<file path="src/rtl/div_taint_pkg.sv">
// Shared definitions for the word-taint-tracking restoring divider:
// FSM state encoding, default operand width and the iteration-counter width.
package div_taint_pkg;

  localparam int DEFAULT_WIDTH = 8;

  typedef enum logic [1:0] {
    ST_IDLE = 2'd0,
    ST_LOAD = 2'd1,
    ST_ITER = 2'd2,
    ST_DONE = 2'd3
  } div_state_e;

  // The counter must be able to represent WIDTH itself.
  function automatic int div_cnt_width(input int width);
    return $clog2(width + 1);
  endfunction

endpackage

</file>
<file path="src/rtl/divider_datapath_taint_track_word.sv">
// Restoring shift/subtract datapath with a single word-level taint bit that
// follows the quotient/remainder pair.
module divider_datapath_taint_track_word #(
  parameter int WIDTH = 8
) (
  input  logic             clk,
  input  logic             i_rst_n,
  input  logic             i_load,
  input  logic             i_step,
  input  logic [WIDTH-1:0] i_dividend,
  input  logic [WIDTH-1:0] i_divisor,
  input  logic             i_start_t,
  input  logic             i_dividend_t,
  input  logic             i_divisor_t,
  output logic [WIDTH-1:0] o_quotient,
  output logic [WIDTH-1:0] o_remainder,
  output logic             o_result_t
);

  // Partial remainder is one bit wider than the operands so the shifted
  // value never overflows before the trial subtraction.
  logic [WIDTH:0]   r_rem;
  logic [WIDTH-1:0] r_quo;
  logic [WIDTH-1:0] r_div;
  logic             r_res_t;

  logic [WIDTH+1:0] w_shift;
  logic             w_fit;
  logic [WIDTH:0]   w_next_rem;

  // r_quo starts as the dividend; its MSB feeds the remainder each step
  // while quotient bits enter at the LSB.
  assign w_shift    = {r_rem, r_quo[WIDTH-1]};
  assign w_fit      = (w_shift >= {2'b00, r_div});
  assign w_next_rem = w_fit ? (w_shift[WIDTH:0] - {1'b0, r_div}) : w_shift[WIDTH:0];

  always_ff @(posedge clk or negedge i_rst_n) begin
    if (!i_rst_n) begin
      r_rem   <= '0;
      r_quo   <= '0;
      r_div   <= '0;
      r_res_t <= 1'b0;
    end else if (i_load) begin
      r_rem   <= '0;
      r_quo   <= i_dividend;
      r_div   <= i_divisor;
      r_res_t <= i_start_t | i_dividend_t | i_divisor_t;
    end else if (i_step) begin
      r_rem   <= w_next_rem;
      r_quo   <= {r_quo[WIDTH-2:0], w_fit};
    end
  end

  assign o_quotient  = r_quo;
  assign o_remainder = r_rem[WIDTH-1:0];
  assign o_result_t  = r_res_t;

endmodule

</file>
<file path="src/rtl/divider_taint_track_word.sv">
// Fixed-latency restoring divider (IDLE/LOAD/ITER/DONE) with word-level taint;
// control taint comes only from start_t because timing ignores operand values.
module divider_taint_track_word
  import div_taint_pkg::*;
#(
  parameter int WIDTH = DEFAULT_WIDTH
) (
  input  logic             clk,
  input  logic             rst,
  input  logic             start,
  input  logic             start_t,
  input  logic [WIDTH-1:0] dividend,
  input  logic             dividend_t,
  input  logic [WIDTH-1:0] divisor,
  input  logic             divisor_t,
  output logic [WIDTH-1:0] quotient,
  output logic [WIDTH-1:0] remainder,
  output logic             result_t,
  output logic             busy,
  output logic             busy_t,
  output logic             quotientDone,
  output logic             quotientDone_t
);

  localparam int CNT_W = div_cnt_width(WIDTH);
  localparam logic [CNT_W-1:0] LAST_ITER = CNT_W'(WIDTH - 1);

  div_state_e       r_state;
  logic [CNT_W-1:0] r_cnt;
  logic             r_busy;
  logic             r_done;
  logic             r_start_t_lat;

  logic w_accept;
  logic w_step;

  // Operands and their taints are captured on the edge that accepts start.
  assign w_accept = (r_state == ST_IDLE) && start;
  assign w_step   = (r_state == ST_ITER);

  always_ff @(posedge clk or negedge rst) begin
    if (!rst) begin
      r_state       <= ST_IDLE;
      r_cnt         <= '0;
      r_busy        <= 1'b0;
      r_done        <= 1'b0;
      r_start_t_lat <= 1'b0;
    end else begin
      case (r_state)
        ST_IDLE: begin
          if (start) begin
            r_state       <= ST_LOAD;
            r_busy        <= 1'b1;
            r_start_t_lat <= start_t;
            r_cnt         <= '0;
          end
        end
        ST_LOAD: begin
          r_state <= ST_ITER;
          r_cnt   <= '0;
        end
        ST_ITER: begin
          r_cnt <= r_cnt + 1'b1;
          if (r_cnt == LAST_ITER) begin
            r_state <= ST_DONE;
            r_done  <= 1'b1;
          end
        end
        ST_DONE: begin
          r_state       <= ST_IDLE;
          r_busy        <= 1'b0;
          r_done        <= 1'b0;
          r_start_t_lat <= 1'b0;
        end
        default: begin
          r_state <= ST_IDLE;
          r_busy  <= 1'b0;
          r_done  <= 1'b0;
        end
      endcase
    end
  end

  divider_datapath_taint_track_word #(
    .WIDTH(WIDTH)
  ) u_datapath (
    .clk          (clk),
    .i_rst_n      (rst),
    .i_load       (w_accept),
    .i_step       (w_step),
    .i_dividend   (dividend),
    .i_divisor    (divisor),
    .i_start_t    (start_t),
    .i_dividend_t (dividend_t),
    .i_divisor_t  (divisor_t),
    .o_quotient   (quotient),
    .o_remainder  (remainder),
    .o_result_t   (result_t)
  );

  assign busy           = r_busy;
  assign quotientDone   = r_done;
  assign busy_t         = r_start_t_lat;
  assign quotientDone_t = r_start_t_lat;

endmodule

</file>
<file path="config.mk">
export PLATFORM = sky130hd
export DESIGN_NAME = divider_taint_track_word
export DESIGN_NICKNAME = d
export VERILOG_FILES = /design/src/rtl/div_taint_pkg.sv /design/src/rtl/divider_datapath_taint_track_word.sv /design/src/rtl/divider_taint_track_word.sv
export SDC_FILE = /design/constraint.sdc
export NUM_CORES = 1
export LEC_CHECK = 0
export BUFFER_PORTS_ARGS = -buffer_cell sky130_fd_sc_hd__buf_2
export CORE_MARGIN = 10
export CORE_UTILIZATION = 37
export CTS_CLUSTER_DIAMETER = 120
export DETAILED_ROUTE_END_ITERATION = 16
export GPL_TIMING_DRIVEN = 0
export PLACE_DENSITY = 0.55
export RECOVER_POWER = 50
export SLEW_MARGIN = 20
export SYNTH_ARGS = -nofsm -noshare
export SYNTH_HDL_FRONTEND = slang
export SYNTH_SLANG_ARGS = --single-unit
</file>
<file path="constraint.sdc">
create_clock -name clk -period 3.1 [get_ports clk]
set_input_delay 0.465 -clock clk [delete_from_list [all_inputs] [get_ports clk]]
set_output_delay 0.465 -clock clk [all_outputs]
set_load 0.01 [all_outputs]
</file>
Yosys cells after proc, flatten, opt, wreduce, memory -nomap -nowiden
Cells that the tools add are included.

Bitwise logic cells: 2. Reduce and logical (&&, ||, !) cells: 10. Equality and inequality tests: 6. Add/subtract/negate cells: 2. Muxes and demuxes: 16. Magnitude comparators: 1.

Operator list (count): $mux W9 (3); $mux W8 (2); $pmux W4 S3 (1); $ge A10 B8 Y1 (1); $sub A9 B8 Y9 (1); $pmux W2 S4 (1); $reduce_and A2 Y1 (4); $pmux W1 S2 (3); $reduce_bool A2 Y1 (3); $add A4 B1 Y4 const B (1); $eq A2 B2 Y1 const B (2); $eq A4 B3 Y1 const B (1); $mux W2 (2); $mux W4 (1); $ne A2 B2 Y1 const B (2); $mux W1 (3); $reduce_bool A3 Y1 (1); $eq A2 B1 Y1 const B (1); $logic_not A2 Y1 (1); $or A1 B1 Y1 (2); $logic_and A1 B1 Y1 (1).

Register bits after elaboration: 35. Bits of input ports: 22. Logic and storage cells: 46. Output and inout bits: 21.

Logic depth before layout (Yosys ltp)
Gate-level depths: netlist (run 1).

Depth after elaboration: 4. Depth in mapped cells: 10. Mapped depth without buffers: 9.

Modules after synthesis
A second synthesis (run 1) with hierarchy kept.

Cells, all modules: 232. Area, all modules: 2180.8 µm².

Modules (own cells, without submodules): divider_datapath_taint_track_word (cells an instance 176, sequential area each 650.6 µm², times used 1, area an instance 1646.6 µm²); divider_taint_track_word (cells an instance 56, sequential area each 225.2 µm², times used 1, area an instance 534.3 µm²).

Worst setup path after synthesis (run 1)
Ideal clock, no wire load.

Path type: register to register. Start: reg u_datapath.r_quo[7], in the netlist u_datapath.o_quotient[7]. End: reg u_datapath.r_rem[0]. Data arrival time: 2204 ps. Path buffers: 0. Stages on the path, launching flop included: 10. Required time: 2996 ps. Clock period less this slack: 2308 ps. Path slack: 792 ps. Library setup time: 104 ps. Path through: dfrtp_1 -> inv_1 -> ha_1 -> fa_1 -> nand2b_1 -> a21oi_1 -> a41o_1 -> a2111oi_4 -> or4b_1 -> o311ai_1.

Cells in the longest elaborated chain, start to end: 4. Elaborated cells on any way between the ends: 5. Classes of those cells: add/sub: 1; order compare: 1; mux: 3.

RTL lines: start: declaration (line divider_datapath_taint_track_word.sv:23) `logic [WIDTH-1:0] r_quo;`; start signal: assignment (line divider_datapath_taint_track_word.sv:45) `r_quo <= i_dividend;`; start signal: assignment (line divider_datapath_taint_track_word.sv:50) `r_quo <= {r_quo[WIDTH-2:0], w_fit};`; $sub A9 B8 Y9 or $ge A10 B8 Y1 (tied branches) (line divider_datapath_taint_track_word.sv:35, divider_datapath_taint_track_word.sv:34); $mux W9 (*) (line divider_datapath_taint_track_word.sv:35) `assign w_next_rem = w_fit ? (w_shift[WIDTH:0] - {1'b0, r_div}) : w_shift[WIDTH:0];`; $mux W9 (*) (line divider_datapath_taint_track_word.sv:48) `end else if (i_step) begin`; $mux W9 (*) (line divider_datapath_taint_track_word.sv:43) `end else if (i_load) begin`; end signal: assignment (line divider_datapath_taint_track_word.sv:49) `r_rem <= w_next_rem;`; end: declaration (line divider_datapath_taint_track_word.sv:22) `logic [WIDTH:0] r_rem;`.

Every way passes the cells marked *; elsewhere a longest branch is shown, timed or not. The select of a mux whose other input is x is not followed. A chain may end at the register's enable or synchronous reset.

Worst setup path after layout (run 1)
Ends and elaborated chain as after synthesis.

==> results of run 1 <==
## critical path, stage by stage, from the launching register on
cell and delay [ns]:
dfrtp_1 0.41, inv_1 0.06, ha_1 0.21, fa_1 0.41, nand2b_1 0.19, a21oi_1 0.28, a41o_1 0.21, a2111oi_4 0.11
or4b_1 0.50, o311ai_1 0.10
## power groups by stage
stage | Clock [mW] | Sequential [mW] | Combinational, mW
6_report | 0.500 | 0.817 | 1.85
5_1_grt | 0.527 | 0.852 | 2.12
4_1_cts | 0.506 | 0.818 | 1.89
3_5_place_dp | 0 | 0.824 | 1.87
3_3_place_gp | 0 | 0.822 | 1.86
2_1_floorplan | 0 | 0.823 | 1.39
## metal layers
metal  vias up  routed length (um)  global-route usage
met5         -                   0                   0
met4         0                  62              0.0374
met3         6                 220              0.0322
met2        38                2150               0.182
met1       797                2580               0.159
li1        880                   -                   -
## cell usage after synthesis, drive strengths merged
cell type	count	area share
ha	13	0.078
or2	2	0.0060
xor2	1	0.0042
nand3	3	0.0072
nand2	33	0.059
a2111oi	2	0.017
o22a	1	0.0042
or4b	1	0.0048
a21o	4	0.014
nand3b	4	0.014
nor2	10	0.019
a21oi	14	0.034
o31ai	2	0.0072
fa	1	0.0096
dfrtp	35	0.42
a31oi	2	0.0060
o311ai	1	0.0042
xnor2	3	0.013
mux2i	13	0.062
clkbuf	8	0.014
a22o	1	0.0042
a211oi	2	0.0072
and2	1	0.0030
nand2b	2	0.0060
nor3	3	0.0072
a41o	1	0.0048
o21ai	33	0.079
a311o	1	0.0048
nand4	1	0.0030
nor2b	3	0.0090
buf	11	0.040
o211ai	1	0.0036
inv	16	0.029
## path summary, 6_finish.rpt
check	start	to	cells past startpoint	slack (ns)
min in group asynchronous	rst	u_datapath.r_div[2]$_DFFE_PN0P_	1	0.70
worst max register to register	u_datapath.o_quotient[7]$_DFFE_PN0P_	u_datapath.r_rem[0]$_DFFE_PN0P_	9	0.54
worst min-delay path	divisor[0]	u_datapath.r_div[0]$_DFFE_PN0P_	3	0.36
worst max-delay path	u_datapath.o_quotient[7]$_DFFE_PN0P_	u_datapath.r_rem[0]$_DFFE_PN0P_	9	0.54
worst min register to register	u_datapath.o_result_t$_DFFE_PN0P_	u_datapath.o_result_t$_DFFE_PN0P_	2	0.48
max in group asynchronous	rst	u_datapath.r_div[5]$_DFFE_PN0P_	1	1.29
## area by class of cell
class | instances | area (um^2)
multi-input combinational | 159 | 1040
tap | 72 | 90.1
clock inverter | 2 | 60.1
sequential | 35 | 876
buffer | 19 | 113
timing repair buffer | 42 | 196
inverter | 16 | 60.1
clock buffer | 6 | 72.6
fill | 561 | 2970
## kinds of logic after synthesis
| logic type | after synthesis | share of synthesized area |
|---|---|---|
| buf+inv | 35 | 0.0828 |
| mux | 13 | 0.0624 |
| simple gates | 63 | 0.139 |
| xor+xnor | 4 | 0.0168 |
| flops | 35 | 0.420 |
| compound gates | 65 | 0.191 |
| fa+ha+maj | 14 | 0.0876 |
## sequential cells by signal, indices dropped and copies added (netlist names)
name                   cells
u_datapath.r_rem           9
u_datapath.o_quotient      8
u_datapath.r_div           8
r_cnt                      4
r_state                    2
busy                       1
busy_t                     1
quotientDone               1
u_datapath.o_result_t      1
## stage by stage
stage	power, mW	hold WS, ns
2_1_floorplan	2.21	0.169
3_3_place_gp	2.68	0.463
3_5_place_dp	2.69	0.466
4_1_cts	3.21	0.292
5_1_grt	3.50	0.373
6_report	3.16	0.363
==> impl_metrics.csv, run 1 <==
group,metric,value,unit
run_status,status,"complete, but fails checks",
run_status,violations,"capacitance limit, slew limit",
worst_setup_path,critPathArrivalTime,2.75,ns
min_path,worstHoldPathType,"input pin to flop",
placed_design,dp_slack,0.582,ns
worst_setup_path,required,3.29,ns
floorplanning,die_h,95.1,um
floorplanning,rows,27,
sta,finalSetupTns,0,ns
routing,vias,1721,
logic_synthesis,yosysWarningCount,0,
pwr,p_seq_frac,0.258,
sta,rsz0062_at_grt,"false",
logic_synthesis,ys_seq_area_frac,0.420,
grt,antenna_found_initial,0,
sta,max_freq,390,MHz
sta,period_needed,2.56,ns
grt,grt_pass1_vias,1838,
clock_tree,cts_buffers,5,
clock_tree,ctsResizeCount,0,
pwr,total_leakage_power,1.19,nW
pwr,switching_share,0.435,
final_layout,final_common_cell,"dfrtp_1",
final_layout,drive_above_1_share,0.186,
clock_tree,postCtsHoldBufs,0,
final_layout,final_cell_mix,"dfrtp_1, nand2_1, o21ai_0, buf_2, clkbuf_1",
routing,vias_per_cell,4.90,
logic_synthesis,ys_seq_elements,35,
floorplanning,die_width,95.1,um
pwr,p_clk_frac,0.158,
pwr,ir_drop,0.461,mV
sta,tightest_slew,1.92,ns
sta,setup_slack,0.539,ns
final_layout,fin_util,0.457,
clock_tree,cts-root-buf,"clkbuf_8",
grt,grt_use_total,0.119,
grt,overflow,0,
placed_design,post_dp_cell_area,0.00238,mm^2
routing,drt_pre_antenna_iters,4,
clock_tree,cts.path.max_buffers,2,
floorplanning,dieArea,0.00904,mm^2
grt,grt_pass1_wl,8690,um
pwr,p_comb_frac,0.584,
clock_tree,cts_tree,"built",
final_layout,fin_nets,314,
placed_design,port_buffers,42,
logic_synthesis,synth_cell_types,40,
sta,slew_violations,36,
logic_synthesis,syn_nets,265,
sta,setup_viol,0,
flow_run,maxCapViolations,1,
final_layout,fin_cells,351,
pwr,cell_internal_pwr,1.79,mW
routing,routed_wl,5010,um
logic_synthesis,synthCells,229,
sta,slew_headroom,-0.279,
clock_tree,cts_setup_buffers,0,
worst_setup_path,cp-start-kind,"flop",
pwr,p_sw,1.38,mW
placed_design,post-place-cells,343,
clock_tree,cts_htree_levels,2,
final_layout,n_antenna_cell,0,
routing,antenna_left,0,
grt,grt_max_degree,36,
placed_design,dp_hpwl,3640,um
routing,drcViolationCount,0,
floorplanning,fp.coreArea,0.00547,mm^2
placed_design,gp_congestion,0.828,
worst_setup_path,endpoint_kind,"flop",
logic_synthesis,synthesis.area_per_instance,9.10,um^2
sta,fin_skew,0.00720,ns
logic_synthesis,syn_area,0.00208,mm^2
routing,first_iter_violations,59,
worst_setup_path,criticalPathCategory,"flop to flop",
final_layout,area_delta_synth_final,20.1,%
final_layout,design_area,0.00250,mm^2
clock_tree,clkTransAtPathRegs,0.07,ns
clock_tree,clock_latency,0.29,ns
sta,fin_crit_sh,0.826,
worst_setup_path,cp_max_fo,4,
pwr,powerDensity,1260,mW/mm^2
floorplanning,io_pins,43,
routing,wl_per_cell,14.3,um
floorplanning,initial_core_util,0.381,
sta,hold_viol_final,0,
clock_tree,clkSinkCount,35,
Power figures use the tool's default switching activity.
==> inputs of run 2 (changes only) <==
--- a/config.mk
+++ b/config.mk
@@ -5,13 +5,14 @@
 export SDC_FILE = /design/constraint.sdc
 export NUM_CORES = 1
 export LEC_CHECK = 0
+export ABC_AREA = 1
 export BUFFER_PORTS_ARGS = -buffer_cell sky130_fd_sc_hd__buf_2
 export CORE_MARGIN = 10
 export CORE_UTILIZATION = 37
 export CTS_CLUSTER_DIAMETER = 120
 export DETAILED_ROUTE_END_ITERATION = 16
 export GPL_TIMING_DRIVEN = 0
-export PLACE_DENSITY = 0.55
+export PLACE_DENSITY = 0.56
 export RECOVER_POWER = 50
 export SLEW_MARGIN = 20
 export SYNTH_ARGS = -nofsm -noshare
==> constraint.sdc (replaced) <==
create_clock -name clk -period 2.2 [get_ports clk]
set_input_delay 0.33 -clock clk [delete_from_list [all_inputs] [get_ports clk]]
set_output_delay 0.33 -clock clk [all_outputs]
set_load 0.01 [all_outputs]
==> impl_metrics.csv, run 2 <==
group,metric,value,unit
min_path,hp-start,"divisor[0]",
pwr,powerDensity,1730,mW/mm^2
routing,vias_per_cell,4.56,
final_layout,n_antenna_cell,0,
floorplanning,rows,28,
final_layout,multi_input_area,0.00106,mm^2
logic_synthesis,synth_most_common_cell,"nand2_1",
final_layout,final-seq-area,876,um^2
worst_setup_path,rrSetupSlack,0.27,ns
worst_setup_path,worstRegToRegCells,9,
worst_setup_path,cp_max_fo,8,
routing,vias,1930,
clock_tree,ctsResizeCount,0,
sta,hold_viol_final,0,
sta,slew_headroom,-0.284,
pwr,total_leakage_power,1.44,nW
floorplanning,die_h,97.9,um
routing,routed_wl,5250,um
clock_tree,cts_htree_levels,2,
logic_synthesis,async_flop_share,1.00,
clock_tree,clock_latency,0.29,ns
clock_tree,cts.path.max_buffers,2,
routing,antenna_left,0,
logic_synthesis,ys_seq_area_frac,0.390,
sta,finalSetupTns,0,ns
clock_tree,clkTransAtPathRegs,0.08,ns
run_status,violations,"capacitance limit, slew limit",
floorplanning,initial_core_util,0.379,
final_layout,area_delta_synth_final,17.9,%
final_layout,largest-register,"u_datapath.r_rem",
final_layout,fin_util,0.447,
sta,max_freq,519,MHz
clock_tree,postCtsHoldBufs,0,
floorplanning,die_width,97.9,um
worst_setup_path,critPathArrivalTime,2.11,ns
pwr,ir_drop,0.618,mV
sta,fin_crit_sh,0.876,
sta,setup_viol,0,
logic_synthesis,synthesis.area_per_instance,7.53,um^2
min_path,worstHoldPathType,"input pin to flop",
routing,drcViolationCount,0,
worst_setup_path,cp-start-kind,"flop",
worst_setup_path,worstReg2RegEnd,"u_datapath.r_rem[7]$_DFFE_PN0P_",
run_status,status,"complete, but fails checks",
sta,rsz0062_at_grt,"false",
clock_tree,cts_tree,"built",
logic_synthesis,netlist.area_leader.share,0.390,
logic_synthesis,syn_nets,334,
placed_design,post-place-cells,415,
logic_synthesis,yosysTopAreaCell,"dfrtp_1",
clock_tree,clkSinkCount,35,
grt,grt_max_degree,36,
final_layout,fin_cells,423,
grt,grt_pass1_wl,9390,um
logic_synthesis,synth_edf_count,0,
placed_design,dp_hpwl,4100,um
logic_synthesis,synthTopCellsByCount,"nand2_1, inv_1, dfrtp_1",
routing,first_iter_violations,55,
floorplanning,fp.coreArea,0.00592,mm^2
final_layout,largest_reg_flops,9,
sta,period_needed,1.93,ns
sta,tightest_slew,1.93,ns
logic_synthesis,synthTopCellsByArea,"dfrtp_1, nand2_1, inv_1",
floorplanning,io_pins,43,
grt,antenna_found_initial,0,
logic_synthesis,yosysWarningCount,0,
logic_synthesis,syn_area,0.00224,mm^2
worst_setup_path,endpoint_kind,"flop",
final_layout,drive_above_1_share,0.207,
logic_synthesis,synth_ff_type,"dfrtp_1",
final_layout,final_common_cell,"nand2_1",
worst_setup_path,criticalPathCategory,"flop to flop",
worst_setup_path,required,2.38,ns
sta,hold_ws,0.227,ns
routing,drt_pre_antenna_iters,4,
worst_setup_path,worstReg2RegStart,"u_datapath.o_quotient[7]$_DFFE_PN0P_",
flow_run,maxCapViolations,1,
min_path,hold_end,"u_datapath.r_div[0]$_DFFE_PN0P_",
clock_tree,cts_setup_buffers,0,
sta,slew_violations,36,
logic_synthesis,synthCells,298,
final_layout,fin_nets,383,
grt,overflow,0,
min_path,whs_path_depth,3,
clock_tree,cts-root-buf,"clkbuf_8",
logic_synthesis,synth_cell_types,28,
sta,fin_skew,0.00631,ns
grt,grt_use_total,0.117,
routing,wl_per_cell,12.4,um
floorplanning,dieArea,0.00958,mm^2
placed_design,port_buffers,42,
final_layout,fill_cells,646,
final_layout,final_cell_mix,"nand2_1, inv_1, dfrtp_1, buf_2",
placed_design,gp_congestion,0.874,
grt,grt_pass1_vias,2052,
clock_tree,cts_buffers,5,
logic_synthesis,ys_seq_elements,35,
[run 2: cell types whose count changed after synthesis, sizes merged, moves of 7 or more]
| cell | change |
|---|---|
| a21oi | -8 |
| clkbuf | -7 |
| inv | +41 |
| mux2i | -13 |
| nand2 | +72 |
| nand3 | +13 |
| nor2 | +7 |
| o21ai | -17 |
[run 2: worst max path at each step]
stage / from / end / slack [ns] / cells past startpoint
3_5_place_dp: u_datapath.o_quotient[7]$_DFFE_PN0P_ / u_datapath.r_rem[7]$_DFFE_PN0P_ / 0.28 / 9
2_1_floorplan: u_datapath.o_quotient[7]$_DFFE_PN0P_ / u_datapath.r_rem[7]$_DFFE_PN0P_ / 0.45 / 9
5_1_grt: u_datapath.o_quotient[7]$_DFFE_PN0P_ / u_datapath.r_rem[7]$_DFFE_PN0P_ / 0.04 / 9
6_report: u_datapath.o_quotient[7]$_DFFE_PN0P_ / u_datapath.r_rem[7]$_DFFE_PN0P_ / 0.27 / 9
4_1_cts: u_datapath.o_quotient[7]$_DFFE_PN0P_ / u_datapath.r_rem[7]$_DFFE_PN0P_ / 0.25 / 9
3_3_place_gp: u_datapath.o_quotient[7]$_DFFE_PN0P_ / u_datapath.r_rem[7]$_DFFE_PN0P_ / 0.27 / 9
[run 2: cells by family (layout without fill, tap and decap cells)]
logic type,after synthesis,after routing,share of synthesized area
DFF,35,35,0.390
adders and majority gates,14,14,0.0814
AOI/OAI and AO/OA,32,32,0.0881
xor gates and xnor gates,4,4,0.0156
and+or+nand+nor,143,143,0.285
buffers and inverters,70,120,0.139
[run 2: area by class of cell]
| class | count | share of cell area |
|---|---|---|
| multi-input cells | 193 | 0.399 |
| flip-flops and latches | 35 | 0.331 |
| inverters | 57 | 0.0808 |
| repair buffers | 42 | 0.0742 |
| plain buffers | 13 | 0.0373 |
| well taps | 75 | 0.0354 |
| clock buffers | 5 | 0.0260 |
| clock inverters | 3 | 0.0165 |
[run 2: layer usage]
metal  wire, um  part of all wire  GRT usage
met1       2430              0.46      0.136
met2       2500              0.48      0.195
met3        236             0.045     0.0416
met4         76             0.014     0.0369
met5          0                 0          0
[run 2: power breakdown]
group          total [mW]  leakage (nW)  internal [mW]  switching (mW)
logic                2.88         0.941           1.10            1.78
registers            1.12         0.442          0.935           0.189
clock network       0.586        0.0581          0.337           0.249
[run 2: per-stage QoR]
| stage | total power, mW | instance area (um^2) | setup slack [ns] |
|---|---|---|---|
| 3_5_place_dp | 4.08 | 2550 | 0.278 |
| 2_1_floorplan | 3.36 | 2240 | 0.448 |
| 5_1_grt | 5.16 | 2650 | 0.0449 |
| 3_3_place_gp | 4.03 | 2550 | 0.274 |
| 4_1_cts | 4.69 | 2660 | 0.249 |
| 6_report | 4.59 | 2650 | 0.272 |
[run 2: critical path: stages, from the launching register on]
cell     delay, ns
dfrtp_1       0.36
inv_1         0.09
ha_1          0.24
fa_1          0.46
nor2_4        0.18
o21ai_2       0.08
nand3_2       0.18
nand3_1       0.11
nand2_1       0.08
nand2_1       0.05
==> inputs of run 3 (changes only) <==
--- a/config.mk
+++ b/config.mk
@@ -12,7 +12,7 @@
 export CTS_CLUSTER_DIAMETER = 120
 export DETAILED_ROUTE_END_ITERATION = 16
 export GPL_TIMING_DRIVEN = 0
-export PLACE_DENSITY = 0.56
+export PLACE_DENSITY = 0.54
 export RECOVER_POWER = 50
 export SLEW_MARGIN = 20
 export SYNTH_ARGS = -nofsm -noshare
==> constraint.sdc (replaced) <==
create_clock -name clk -period 1.9 [get_ports clk]
set_input_delay 0.285 -clock clk [delete_from_list [all_inputs] [get_ports clk]]
set_output_delay 0.285 -clock clk [all_outputs]
set_load 0.01 [all_outputs]
==> impl_metrics.csv, run 3 (synthesis gave the netlist of run 2 again) <==
group,metric,value,unit
pwr,switching_share,0.493,
pwr,p_sw,2.68,mW
pwr,p_comb_frac,0.656,
placed_design,gp_congestion,0.832,
worst_setup_path,cp-start-kind,"flop",
final_layout,fin_util,0.456,
flow_run,maxCapViolations,0,
worst_setup_path,cp_max_fo,8,
placed_design,dp_hpwl,4080,um
grt,overflow,0,
floorplanning,dieArea,0.00958,mm^2
clock_tree,clkTransAtPathRegs,0.08,ns
routing,first_iter_violations,65,
clock_tree,postCtsHoldBufs,0,
floorplanning,die_width,97.9,um
routing,wl_per_cell,12.7,um
sta,period_needed,1.74,ns
routing,antenna_left,0,
sta,rsz0062_at_grt,"false",
pwr,p_seq_frac,0.241,
sta,max_freq,576,MHz
clock_tree,cts_htree_levels,2,
sta,setup_viol,0,
worst_setup_path,required,2.09,ns
worst_setup_path,worstReg2RegEnd,"u_datapath.r_rem[7]$_DFFE_PN0P_",
clock_tree,clock_latency,0.30,ns
floorplanning,die_h,97.9,um
final_layout,largest-register,"u_datapath.r_rem",
final_layout,final_common_cell,"nand2_1",
clock_tree,clkSinkCount,35,
grt,antenna_found_initial,0,
worst_setup_path,critPathArrivalTime,1.93,ns
final_layout,final_cell_mix,"nand2_1, inv_1, dfrtp_1, buf_2, o21ai_0",
worst_setup_path,worstReg2RegStart,"u_datapath.o_quotient[7]$_DFFE_PN0P_",
clock_tree,cts.path.max_buffers,2,
placed_design,port_buffers,42,
routing,vias_per_cell,4.60,
sta,hold_viol_final,0,
clock_tree,cts_buffers,5,
grt,grt_max_degree,36,
final_layout,drive_above_1_share,0.237,
final_layout,n_antenna_cell,0,
final_layout,fin_nets,385,
pwr,powerDensity,2020,mW/mm^2
worst_setup_path,rrSetupSlack,0.16,ns
sta,tightest_slew,0.899,ns
routing,routed_wl,5400,um
worst_setup_path,worstRegToRegCells,9,
min_path,worstHoldPathType,"input pin to async pin",
sta,slew_violations,0,
pwr,total_leakage_power,1.43,nW
floorplanning,rows,28,
sta,hold_ws,0.102,ns
run_status,status,"completed",
clock_tree,cts-root-buf,"clkbuf_8",
sta,fin_crit_sh,0.914,
final_layout,largest_reg_flops,9,
sta,slew_headroom,0.401,
sta,fin_skew,0.00500,ns
worst_setup_path,endpoint_kind,"flop",
pwr,cell_internal_pwr,2.76,mW
floorplanning,io_pins,43,
grt,grt_pass1_vias,2019,
pwr,ir_drop,0.723,mV
floorplanning,fp.coreArea,0.00592,mm^2
pwr,p_clk_frac,0.104,
clock_tree,cts_tree,"built",
routing,drt_pre_antenna_iters,4,
worst_setup_path,criticalPathCategory,"flop to flop",
final_layout,area_delta_synth_final,20.3,%
grt,grt_use_total,0.117,
routing,vias,1956,
routing,drcViolationCount,0,
grt,grt_pass1_wl,9430,um
floorplanning,initial_core_util,0.379,
run 3: changes by cell type in the layout (fill, tap and decap cells not counted), sizes merged:
cell | previous run | this run
bufinv | 1 | 0
buf | 43 | 45
clkinvlp | 0 | 1
clkbuf | 17 | 18
clkinv | 2 | 1
run 3: area by class of cell:
| type | count | area [um^2] |
|---|---|---|
| Clock inverter | 2 | 12.5 |
| Timing Repair Buffer | 44 | 213 |
| Sequential cell | 35 | 876 |
| Tap cell | 75 | 93.8 |
| Buffer | 13 | 98.8 |
| Multi-Input combinational cell | 193 | 1120 |
| Fill cell | 627 | 3220 |
| Inverter | 57 | 214 |
| Clock buffer | 6 | 72.6 |
run 3: timing repair:
item / 4_1_cts / 5_1_grt
endpoints found under the setup margin: 1 / 9
setup buffers: 0 / 2
cloned: 0 / 0
pin swaps: 0 / 5
gates resized for setup: 1 / 12
hold endpoints to repair: 0 / 0
run 3: worst max-delay path, cell delays in order, from the launching register on:
cell,delay [ns]
dfrtp_1,0.35
inv_1,0.10
ha_4,0.19
fa_2,0.42
nor2_4,0.13
o21ai_2,0.09
nand3_4,0.15
nand3_2,0.08
nand2_1,0.07
nand2_1,0.04
run 3: stage by stage:
| stage | setup slack, ns | TNS (ns) | instance area [um^2] | std cells | power [mW] |
|---|---|---|---|---|---|
| finish | 0.163 | 0 | 2700 | 425 | 5.44 |
| floorplan | 0.148 | 0 | 2240 | 298 | 3.89 |
| CTS | 0.0510 | 0 | 2640 | 423 | 5.31 |
| detailed placement | -0.0140 | -0.0140 | 2550 | 415 | 4.72 |
| global placement | -0.0241 | -0.0241 | 2550 | 415 | 4.67 |
| global route | 0.0235 | 0 | 2700 | 425 | 6.09 |
run 3: metal layers:
metal	GRT usage	vias up	routed length, um
met5	0	-	0
met4	0.0336	0	65
met3	0.0345	7	251
met2	0.204	27	2650
met1	0.135	910	2440
li1	-	1012	-
run 3: worst max path at each step:
stage                                    startpoint                               to
2_1_floorplan  u_datapath.o_quotient[7]$_DFFE_PN0P_  u_datapath.r_rem[7]$_DFFE_PN0P_
3_3_place_gp   u_datapath.o_quotient[7]$_DFFE_PN0P_  u_datapath.r_rem[7]$_DFFE_PN0P_
3_5_place_dp   u_datapath.o_quotient[7]$_DFFE_PN0P_  u_datapath.r_rem[7]$_DFFE_PN0P_
4_1_cts        u_datapath.o_quotient[7]$_DFFE_PN0P_  u_datapath.r_rem[7]$_DFFE_PN0P_
5_1_grt        u_datapath.o_quotient[7]$_DFFE_PN0P_  u_datapath.r_rem[7]$_DFFE_PN0P_
6_report       u_datapath.o_quotient[7]$_DFFE_PN0P_  u_datapath.r_rem[7]$_DFFE_PN0P_
run 3: power groups by stage:
stage               clock, mW  combinational [mW]  sequential [mW]
floorplan                   0                2.57             1.32
global placement            0                3.37             1.30
detailed placement          0                3.40             1.31
CTS                     0.574                3.43             1.30
global route            0.603                4.12             1.37
finish                  0.564                3.57             1.31
